--- src/rtl/counter_slot_scheduler.sv ---
// Round-robin scheduler that lends one shared modulo up-counter to N_REQ requesters.
// Grant one cycle after arbitration; a slot runs count 0..len_q, then one DONE cycle.
module counter_slot_scheduler #(
   parameter int N_REQ = 4,
   parameter int BITS  = 4
) (
   input  logic                  clk,
   input  logic                  reset_n,
   input  logic [N_REQ-1:0]      req,
   input  logic [N_REQ*BITS-1:0] len,
   output logic [N_REQ-1:0]      grant,
   output logic [BITS-1:0]       count,
   output logic                  busy,
   output logic [N_REQ-1:0]      done,
   output logic [N_REQ-1:0]      aborted
);
   localparam int PW = $clog2(N_REQ);
   localparam logic [N_REQ-1:0] ONE = N_REQ'(1);

   typedef enum logic [1:0] {IDLE, RUN, DONE} state_t;

   state_t          state;
   state_t          state_nxt;
   logic [PW-1:0]   ptr;
   logic [PW-1:0]   win;
   logic [PW-1:0]   win_inc;
   logic [PW-1:0]   pick;
   logic            pick_vld;
   logic [BITS-1:0] len_q;
   logic            win_req;
   logic            at_end;

   function automatic logic [PW-1:0] wrap_add(input logic [PW-1:0] a, input int b);
      int s;
      s = int'(a) + b;
      if (s >= N_REQ) s = s - N_REQ;
      return PW'(s);
   endfunction

   assign win_req = req[win];
   assign at_end  = (count == len_q);
   assign win_inc = wrap_add(win, 1);

   // Walk downward so the last hit, i.e. the nearest index at or above ptr, wins.
   always_comb begin
      pick_vld = 1'b0;
      pick     = '0;
      for (int i = N_REQ - 1; i >= 0; i--) begin
         if (req[wrap_add(ptr, i)]) begin
            pick_vld = 1'b1;
            pick     = wrap_add(ptr, i);
         end
      end
   end

   always_ff @(posedge clk or negedge reset_n) begin
      if (!reset_n) state <= IDLE;
      else          state <= state_nxt;
   end

   always_comb begin
      state_nxt = state;
      case (state)
         IDLE:    if (pick_vld) state_nxt = RUN;
         RUN: begin
            if (!win_req)    state_nxt = IDLE;
            else if (at_end) state_nxt = DONE;
         end
         DONE:    state_nxt = IDLE;
         default: state_nxt = IDLE;
      endcase
   end

   always_comb begin
      busy = (state != IDLE);
      done = (state == DONE) ? (ONE << win) : '0;
   end

   always_ff @(posedge clk or negedge reset_n) begin
      if (!reset_n) begin
         grant   <= '0;
         count   <= '0;
         aborted <= '0;
         ptr     <= '0;
         win     <= '0;
         len_q   <= '0;
      end else begin
         aborted <= '0;
         case (state)
            IDLE: begin
               if (pick_vld) begin
                  win   <= pick;
                  grant <= ONE << pick;
                  len_q <= len[int'(pick)*BITS +: BITS];
                  count <= '0;
               end
            end
            RUN: begin
               // A withdrawn request cancels the slot even on its final count.
               if (!win_req) begin
                  grant   <= '0;
                  aborted <= ONE << win;
                  count   <= '0;
                  ptr     <= win_inc;
               end else if (!at_end) begin
                  count <= count + BITS'(1);
               end
            end
            DONE: begin
               grant <= '0;
               count <= '0;
               ptr   <= win_inc;
            end
            default: ;
         endcase
      end
   end

endmodule
--- config.mk ---
export PLATFORM = sky130hd
export DESIGN_NAME = counter_slot_scheduler
export DESIGN_NICKNAME = d
export VERILOG_FILES = /design/src/rtl/counter_slot_scheduler.sv
export SDC_FILE = /design/constraint.sdc
export NUM_CORES = 1
export LEC_CHECK = 0
export CAP_MARGIN = 15
export CORE_ASPECT_RATIO = 0.9
export CORE_MARGIN = 4
export CORE_UTILIZATION = 46
export DETAILED_ROUTE_END_ITERATION = 16
export GPL_TIMING_DRIVEN = 0
export PLACE_DENSITY = 0.86
export RECOVER_POWER = 25
export SLEW_MARGIN = 20
export SYNTH_ARGS = -nofsm -noshare
export SYNTH_HDL_FRONTEND = slang
export SYNTH_SLANG_ARGS = --single-unit
--- constraint.sdc ---
create_clock -name clk -period 2.1 [get_ports clk]
set_input_delay 0.315 -clock clk [delete_from_list [all_inputs] [get_ports clk]]
set_output_delay 0.315 -clock clk [all_outputs]
set_load 0.01 [all_outputs]
==> results of run 1 <==
## layout by cell type, fill, tap and decap left out, types with 2 or more instances in the layout
master           synthesis  layout
nand2_1                 14      14
mux2i_1                  8       8
nor2_1                   5       5
dlymetal6s2s_1           0       3
clkdlybuf4s50_1          0      34
o221ai_1                 4       4
dfrtp_1                 22      21
o31ai_1                  2       2
o21ai_0                  4       4
clkbuf_4                 0       3
xnor2_1                  4       4
buf_4                    0       2
ha_1                     8       7
nand4_1                  2       2
o41ai_1                  4       4
inv_1                    7       7
and2_1                   8       8
nor2b_1                  2       2
nand2b_1                 3       3
a21oi_1                  5       5
and2b_2                  2       2
## through the flow
| step | setup slack, ns | TNS (ns) | power, W | utilization | hold slack [ns] |
|---|---|---|---|---|---|
| floorplan | 0.364 | 0 | 0.00147 | - | 0.0194 |
| global placement | -0.0518 | -0.183 | 0.00181 | 0.665 | 0.466 |
| detailed placement | -0.102 | -0.844 | 0.00186 | 0.665 | 0.471 |
| CTS | 0.0376 | 0 | 0.00211 | 0.679 | 0.507 |
| global route | 0.00424 | 0 | 0.00231 | 0.691 | 0.537 |
| finish | 0.0913 | 0 | 0.00214 | 0.691 | 0.505 |
## timing repair
action	CTS	global route
hold buffers	0	1
gates resized for setup	0	5
endpoints found under the setup margin	0	4
endpoints found under the hold margin	0	22
buffers inserted	0	2
## registers in the layout, summed over array words and instances (netlist names)
register	cells
win	2
count	4
len_q	4
grant	4
aborted	4
ptr	2
state	2
## metal layers
layer | GRT usage | vias to the layer above
met3 | 0.0562 | 2
met2 | 0.311 | 36
met4 | 0.0185 | 0
met5 | 0 | -
met1 | 0.215 | 552
li1 | - | 527
## area by class of cell
class                           count  area share
Sequential cell                    22       0.313
Clock buffer                        4      0.0206
Timing Repair Buffer               41       0.231
Inverter                            7      0.0149
Multi-Input combinational cell     92       0.398
Tap cell                           28      0.0199
Buffer                              1     0.00284
## cells by family (layout without fill, tap and decap cells)
group,Yosys count,in the layout,synth area share
mux,11,11,0.101
compound gates,27,27,0.155
flops,22,22,0.430
fa+ha+maj,8,8,0.0781
buf+inv,8,53,0.0244
simple gates,42,42,0.185
xor+xnor,4,4,0.0273
## where the power goes
part           leakage, nW  switching (W)  internal [W]
Sequential           0.284       0.000137      0.000582
Combinational        0.531       0.000595      0.000589
Clock               0.0210       0.000130      0.000106
## worst max path at each step
stage	endpoint	slack [ns]	cells past startpoint
3_5_place_dp	grant[2]$_DFFE_PN0P_	-0.10	7
5_1_grt	done[2]	0.004	4
3_3_place_gp	ptr[1]$_DFFE_PN0P_	-0.05	5
2_1_floorplan	count[0]$_DFFE_PN0P_	0.36	5
6_report	done[2]	0.09	4
4_1_cts	done[0]	0.04	4
## tightest hold or removal path: cells and delay by family, from the launching register on
kind	cells	cell delay, ns
AOI/OAI and AO/OA	1	0.06
DFF	1	0.37
and+or+nand+nor	1	0.05
==> out/results.tsv, run 1 <==
metric	value	unit
synth-seq-cells	22	
synth_common_cells	22 x dfrtp_1, 14 x nand2_1, 8 x and2_1, 8 x ha_1, 8 x mux2i_1	
placed_area	0.00170	sq mm
path_class	register to output pin	
dp_hpwl	2350	microns
crit_arrival	1.69	ns
drt-met1-wl	1300	microns
reg2reg_from	win[0]$_DFFE_PN0P_	
htree_levels	1	
whs_path_depth	2	
finalMaxSlewViolations	0	
holdCritPathClass	register to register	
fin_crit_sh	0.957	
syn_area	0.00128	sq mm
netlist_instances	122	
synth.most_common_cell	dfrtp_1	
viasPerCell	5.73	
drt.antenna.violating_nets	0	
min_from	grant[0]$_DFFE_PN0P_	
antenna_found_initial	0	
cts-root-buf	clkbuf_4	
fmax	498	MHz
slowest_delay	0.53	ns
start_util	0.502	
gp_congestion	0.821	
critPathSlowestCell	clkdlybuf4s50_1	
p_per_area	1210	mW/mm^2
async_flop_share	1.00	
drcViolationCount	0	
period_needed	2.01	ns
worstSetupStartpoint	state[0]$_DFFE_PN0P_	
clkSinkCount	22	
die_y	58.1	microns
synth.area.top_cells	dfrtp_1 43%, ha_1 7.8%, mux2i_1 6.3%	
routed-via-count	1117	
dr.first_iter.drc_count	41	
cp_max_fo	6	
dpl.cell_count	188	
grt_max_degree	23	
leakagePower	0.836	nW
dr_wl_met2	1610	microns
yosysSeqAreaShare	0.430	
yosysWarningCount	0	
synth_enable_flop_cells	0	
setup_viol	0	
worstRegToRegCells	6	
clock_latency	0.31	ns
end_kind	output pin	
seqCellArea	552	sq um
coreArea	0.00255	sq mm
cts_tree	yes	
startpoint_type	register	
nNetsFinal	198	
syn_nets	152	
rsz0062_at_grt	false	
yosys.area.top_type_share	0.430	
n_antenna_cell	0	
required	1.78	ns
met3WireLength	145	microns
whs_endpoint	grant[0]$_DFFE_PN0P_	
die_x	63.6	microns
fill_cells	198	
outcome	complete, no violations	
wl	3060	microns
skew	0.0132	ns
syn_to_final_growth	37.6	%
syn_area_per_cell	10.5	sq um
grt_pass1_wl	5090	microns
cp_top_family	buffers and inverters	
top_layer	met4	
regToRegSetupSlack	0.21	ns
worst_pin_slew	1.16	ns
rows	17	
design_area	0.00176	sq mm
wire_per_inst	15.7	microns
drive_gt1_frac	0.108	
yosys.cell_types.count	35	
yosys.area.top_type	dfrtp_1	
die_area	0.00369	sq mm
ir_worst_vdd	0.709	mV
cap_violations	0	
cp_cell_sequence	inv_1, ha_2, and2_1, clkdlybuf4s50_1	
first_pass_iters	4	
clock_path_buffers	2	
cts_buffers	3	
ios	39	
worst-path-buf-inv	2	
finalNonFillerCells	195	
rr_endpoint	count[0]$_DFFE_PN0P_	
slew_headroom	0.228	
synth_flop_cell	dfrtp_1	
track_usage	0.175	
hold_violations	0	
multiInputGateArea	702	sq um
io_buffers	38	
grt_pass1_vias	1075	
grt_remaining_overflow	0	
clk_pin_slew_worst_paths	0.13	ns
Power figures use the tool's default switching activity.
==> inputs of run 2 (changes only) <==
--- a/config.mk
+++ b/config.mk
@@ -6,13 +6,16 @@
 export NUM_CORES = 1
 export LEC_CHECK = 0
 export CAP_MARGIN = 15
+export CELL_PAD_IN_SITES_DETAIL_PLACEMENT = 0
+export CELL_PAD_IN_SITES_GLOBAL_PLACEMENT = 1
 export CORE_ASPECT_RATIO = 0.9
 export CORE_MARGIN = 4
-export CORE_UTILIZATION = 46
+export CORE_UTILIZATION = 35
 export DETAILED_ROUTE_END_ITERATION = 16
 export GPL_TIMING_DRIVEN = 0
 export PLACE_DENSITY = 0.86
 export RECOVER_POWER = 25
+export SKIP_CTS_REPAIR_TIMING = 1
 export SLEW_MARGIN = 20
 export SYNTH_ARGS = -nofsm -noshare
 export SYNTH_HDL_FRONTEND = slang
==> run 2 against run 1 <==
  * First-iteration DRC count rose by 32%
  * Wire length down 8.1%
  * Via count decreased by 3.9%
  * Setup slack gained 0.031 ns
  * Sequential power is 0.6% higher
  * Critical path depth unchanged
  * Maximum frequency is 1.6% higher
  * Largest power group unchanged
  * Power decreased by 1.8%
  * Global-route usage is 4.9 points lower
  * Combinational power decreased by 5%
  * Die area increased by 27%
==> out/results.tsv, run 2 (synthesis results as in run 1) <==
metric	value	unit	change
antenna_found_initial	0		unchanged
wire_per_inst	13.6	microns	-13%
fin_crit_sh	0.942		-0.0147
leakagePower	0.767	nW	-8.2%
path_class	register to output pin		
die_x	71.8	microns	+13%
n_antenna_cell	0		unchanged
rsz0062_at_grt	false		
drt.antenna.violating_nets	0		unchanged
skew	0.000799	ns	-0.0124 ns
worst_pin_slew	1.18	ns	+0.0252 ns
required	1.78	ns	about the same
rr_endpoint	count[0]$_DFFE_PN0P_		
final_common_cell	clkdlybuf4s50_1		
ir_worst_vdd	0.639	mV	-9.9%
die_y	65.4	microns	+13%
met3WireLength	149	microns	+2.8%
outcome	complete, no violations		
routed-via-count	1073		-3.9%
dr_wl_met2	1330	microns	-17%
slowest_delay	0.53	ns	about the same
tns	0	ns	unchanged
fmax	506	MHz	+1.6%
ios	39		unchanged
clock_path_buffers	2		unchanged
p_per_area	1200	mW/mm^2	-1.3%
coreArea	0.00345	sq mm	+35%
end_kind	output pin		
track_usage	0.126		-0.0489
period_needed	1.98	ns	-0.0309 ns
io_buffers	38		unchanged
start_util	0.371		-0.131
cap_violations	0		unchanged
clk_pin_slew_worst_paths	0.07	ns	-0.06 ns
top_layer	met4		
finalMaxSlewViolations	0		unchanged
fill_cells	315		+59%
wl	2810	microns	-8.1%
cp_top_family	buffers and inverters		
syn_to_final_growth	36.9	%	
cp_max_fo	5		-1
grt_pass1_wl	4710	microns	-7.5%
nNetsFinal	195		-1.5%
holdCritPathClass	input pin to asynchronous set/reset pin		
gp_congestion	0.789		-4.0%
dr.first_iter.drc_count	54		+32%
drt-met1-wl	1300	microns	about the same
grt_remaining_overflow	0		unchanged
die_area	0.00469	sq mm	+27%
crit_arrival	1.66	ns	-0.03 ns
reg2reg_from	win[0]$_DFFE_PN0P_		
rows	20		+3
setup_viol	0		unchanged
worstRegToRegCells	5		-1
grt_max_degree	23		unchanged
power	0.00210	W	-1.8%
slew_headroom	0.211		-0.0168
critPathSlowestCell	clkdlybuf4s50_1		
clkSinkCount	22		unchanged
drcViolationCount	0		unchanged
hold_ws	0.276	ns	-0.229 ns
drive_gt1_frac	0.0859		-0.0219
cts-root-buf	clkbuf_8		
dpl.cell_count	204		+8.5%
utilization	0.508		-0.183
viasPerCell	5.18		-9.5%
first_pass_iters	4		unchanged
grt_pass1_vias	1056		-1.8%
cp_cell_sequence	inv_1, ha_1, and2_1, clkdlybuf4s50_1		
worst-path-buf-inv	2		unchanged
htree_levels	1		unchanged
clock_latency	0.25	ns	-0.06 ns
dp_hpwl	2270	microns	-3.7%
hold_violations	0		unchanged
cts_tree	yes		
layout_common_cells	37 x clkdlybuf4s50_1, 22 x dfrtp_1, 14 x nand2_1		
cts_buffers	3		unchanged
startpoint_type	register		
regToRegSetupSlack	0.26	ns	+0.05 ns
finalNonFillerCells	207		+6.2%
run 2: final cells by class:
type / instances / area (sq um) / area share
Multi-Input combinational cell: 92 / 702 / 0.400
Sequential cell: 22 / 551 / 0.314
Timing Repair Buffer: 38 / 374 / 0.213
Tap cell: 44 / 55.1 / 0.0314
Clock buffer: 3 / 41.3 / 0.0235
Inverter: 7 / 26.3 / 0.0150
Buffer: 1 / 5.00 / 0.00285
run 2: power breakdown:
group	internal [W]	leakage [nW]	total (W)	switching (W)
Sequential	0.000581	0.285	0.000723	0.000142
Combinational	0.000561	0.461	0.00112	0.000563
Clock	0.000128	0.0216	0.000253	0.000125
run 2: worst register-to-register path, stage by stage, from the launching register on:
cell     delay (ns)
dfrtp_1        0.45
mux4_2         0.57
nand2_4        0.16
nor2_2         0.06
or2_1          0.24
mux2_4         0.25
run 2: worst max-delay path by stage:
stage,startpoint,to,slack (ns),depth (start not counted)
floorplan,win[0]$_DFFE_PN0P_,count[0]$_DFFE_PN0P_,0.36,5
global placement,req[3],count[0]$_DFFE_PN0P_,-0.04,6
detailed placement,req[1],grant[2]$_DFFE_PN0P_,-0.13,7
CTS,state[0]$_DFFE_PN0P_,done[2],0.05,4
global route,win[0]$_DFFE_PN0P_,done[2],0.002,4
finish,win[0]$_DFFE_PN0P_,done[2],0.12,4
run 2: routing by layer:
metal,vias to the layer above,track usage
met2,34,0.221
met1,510,0.156
met4,0,0.0352
li1,527,-
met5,-,0
met3,2,0.0260
run 2: through the flow:
| step | cell area, sq um | worst slack [ns] |
|---|---|---|
| finish | 1750 | 0.122 |
| global route | 1750 | 0.00180 |
| CTS | 1760 | 0.0527 |
| detailed placement | 1720 | -0.133 |
| global placement | 1720 | -0.0446 |
| floorplan | 1280 | 0.364 |
==> inputs of run 3 (changes only) <==
--- a/config.mk
+++ b/config.mk
@@ -15,6 +15,7 @@
 export GPL_TIMING_DRIVEN = 0
 export PLACE_DENSITY = 0.86
 export RECOVER_POWER = 25
+export SETUP_SLACK_MARGIN = 0.02
 export SKIP_CTS_REPAIR_TIMING = 1
 export SLEW_MARGIN = 20
 export SYNTH_ARGS = -nofsm -noshare
==> run 3 against run 2 <==
  * Clock power about the same
  * First-iteration DRC count unchanged
  * Utilization increased by 0.11 points
  * Clock-buffer cell count stayed put
  * Sequential share of layout area is essentially flat
  * Die area did not move
  * Maximum frequency is 0.20% higher
  * Via count is 1.1% lower
  * Critical path depth did not move
  * Critical path type unchanged
  * Largest cell class unchanged
==> out/results.tsv, run 3 (synthesis results as in run 1) <==
metric	value	unit	change
n_antenna_cell	0		unchanged
layout_common_cells	37 x clkdlybuf4s50_1, 21 x dfrtp_1, 14 x nand2_1		
drive_gt1_frac	0.0920		+0.00613
start_util	0.371		unchanged
first_pass_iters	4		unchanged
clock_latency	0.25	ns	about the same
clkSinkCount	22		unchanged
cts_buffers	3		unchanged
die_y	65.4	microns	unchanged
viasPerCell	5.13		-1.1%
path_class	register to output pin		
required	1.78	ns	about the same
p_per_area	1190	mW/mm^2	-0.23%
cts_tree	yes		
die_x	71.8	microns	unchanged
syn_to_final_growth	37.2	%	
ios	39		unchanged
wire_per_inst	13.6	microns	-0.32%
period_needed	1.97	ns	-0.00385 ns
met3WireLength	162	microns	+8.7%
cts-root-buf	clkbuf_8		
cp_max_fo	6		+1
rsz0062_at_grt	false		
seqCellArea	552	sq um	+0.23%
fill_cells	313		-0.63%
dr.first_iter.drc_count	54		unchanged
clk_pin_slew_worst_paths	0.07	ns	about the same
fmax	507	MHz	+0.20%
hold_violations	0		unchanged
rows	20		unchanged
fin_crit_sh	0.940		-0.00183
dr_wl_met2	1320	microns	-1.3%
critPathSlowestCell	clkdlybuf4s50_1		
dp_hpwl	2270	microns	unchanged
holdCritPathClass	input pin to asynchronous set/reset pin		
nNetsFinal	195		unchanged
leakagePower	0.767	nW	about the same
end_kind	output pin		
ir_worst_vdd	0.632	mV	-1.1%
final_common_cell	clkdlybuf4s50_1		
routed-via-count	1061		-1.1%
die_area	0.00469	sq mm	unchanged
outcome	complete, no violations		
grt_max_degree	23		unchanged
hold_ws	0.281	ns	+0.00544 ns
clock_path_buffers	2		unchanged
drt.antenna.violating_nets	0		unchanged
htree_levels	1		unchanged
finalNonFillerCells	207		unchanged
slew_headroom	0.202		-0.00862
power	0.00210	W	about the same
crit_arrival	1.66	ns	about the same
placed_area	0.00172	sq mm	unchanged
grt_remaining_overflow	0		unchanged
dpl.cell_count	204		unchanged
cp_cell_sequence	inv_1, ha_2, and2_1, clkdlybuf4s50_1		
drt-met1-wl	1300	microns	-0.31%
startpoint_type	register		
slowest_delay	0.53	ns	about the same
wl	2810	microns	-0.32%
track_usage	0.126		unchanged
grt_pass1_wl	4710	microns	unchanged
skew	0.00235	ns	+0.00155 ns
worst_pin_slew	1.20	ns	+0.0129 ns
antenna_found_initial	0		unchanged
finalMaxSlewViolations	0		unchanged
utilization	0.509		+0.00109
io_buffers	38		unchanged
top_layer	met4		
grt_pass1_vias	1056		unchanged
design_area	0.00176	sq mm	+0.21%
multiInputGateArea	702	sq um	unchanged
gp_congestion	0.789		unchanged
cap_violations	0		unchanged
setup_viol	0		unchanged
coreArea	0.00345	sq mm	unchanged
drcViolationCount	0		unchanged
==> run 3: cell count changes in the layout (fill, tap and decap cells not counted), sizes merged <==
cell,previous run,this run
buf,1,0
clkbuf,4,5
==> run 3: worst paths after layout <==
path	start	to	slack, ns	cells past startpoint
hold reg to reg	grant[2]$_DFFE_PN0P_	grant[2]$_DFFE_PN0P_	0.49	2
min in group clk	grant[2]$_DFFE_PN0P_	grant[2]$_DFFE_PN0P_	0.49	2
hold / removal	reset_n	aborted[3]$_DFF_PN0_	0.28	1
max in group asynchronous	reset_n	win[0]$_DFFE_PN0P_	1.03	1
setup reg to reg	win[0]$_DFFE_PN0P_	count[0]$_DFFE_PN0P_	0.32	5
setup / recovery	state[0]$_DFFE_PN0P_	done[2]	0.13	4
==> run 3: critical path, delay by kind of cell (launching register included) <==
kind,cells,cell delay (ns)
fa+ha+maj,1,0.24
buf+inv,2,0.62
flops,1,0.40
simple gates,1,0.15
==> run 3: stage by stage <==
step / worst slack [ns] / TNS [ns]
after floorplan: 0.364 / 0
after global placement: -0.0446 / -0.213
after detailed placement: -0.133 / -0.631
after CTS: 0.0527 / 0
after global routing: 0.0326 / 0
final: 0.126 / 0
==> run 3: cell type report <==
| cell class | instances | share of cell area |
|---|---|---|
| Multi-Input combinational cell | 92 | 0.399 |
| Clock buffer | 3 | 0.0235 |
| Buffer | 1 | 0.00427 |
| Timing Repair Buffer | 38 | 0.213 |
| Sequential cell | 22 | 0.314 |
| Tap cell | 44 | 0.0313 |
| Inverter | 7 | 0.0149 |
==> run 3: report_power, final <==
part	switching (W)	total (W)	internal, W
Combinational	0.000561	0.00113	0.000564
Clock	0.000123	0.000251	0.000128
Sequential	0.000141	0.000724	0.000583
==> run 3: routing by layer <==
metal,track usage,up-vias
li1,-,526
met1,0.156,499
met2,0.221,34
met3,0.0260,2
met4,0.0352,0
met5,0,-
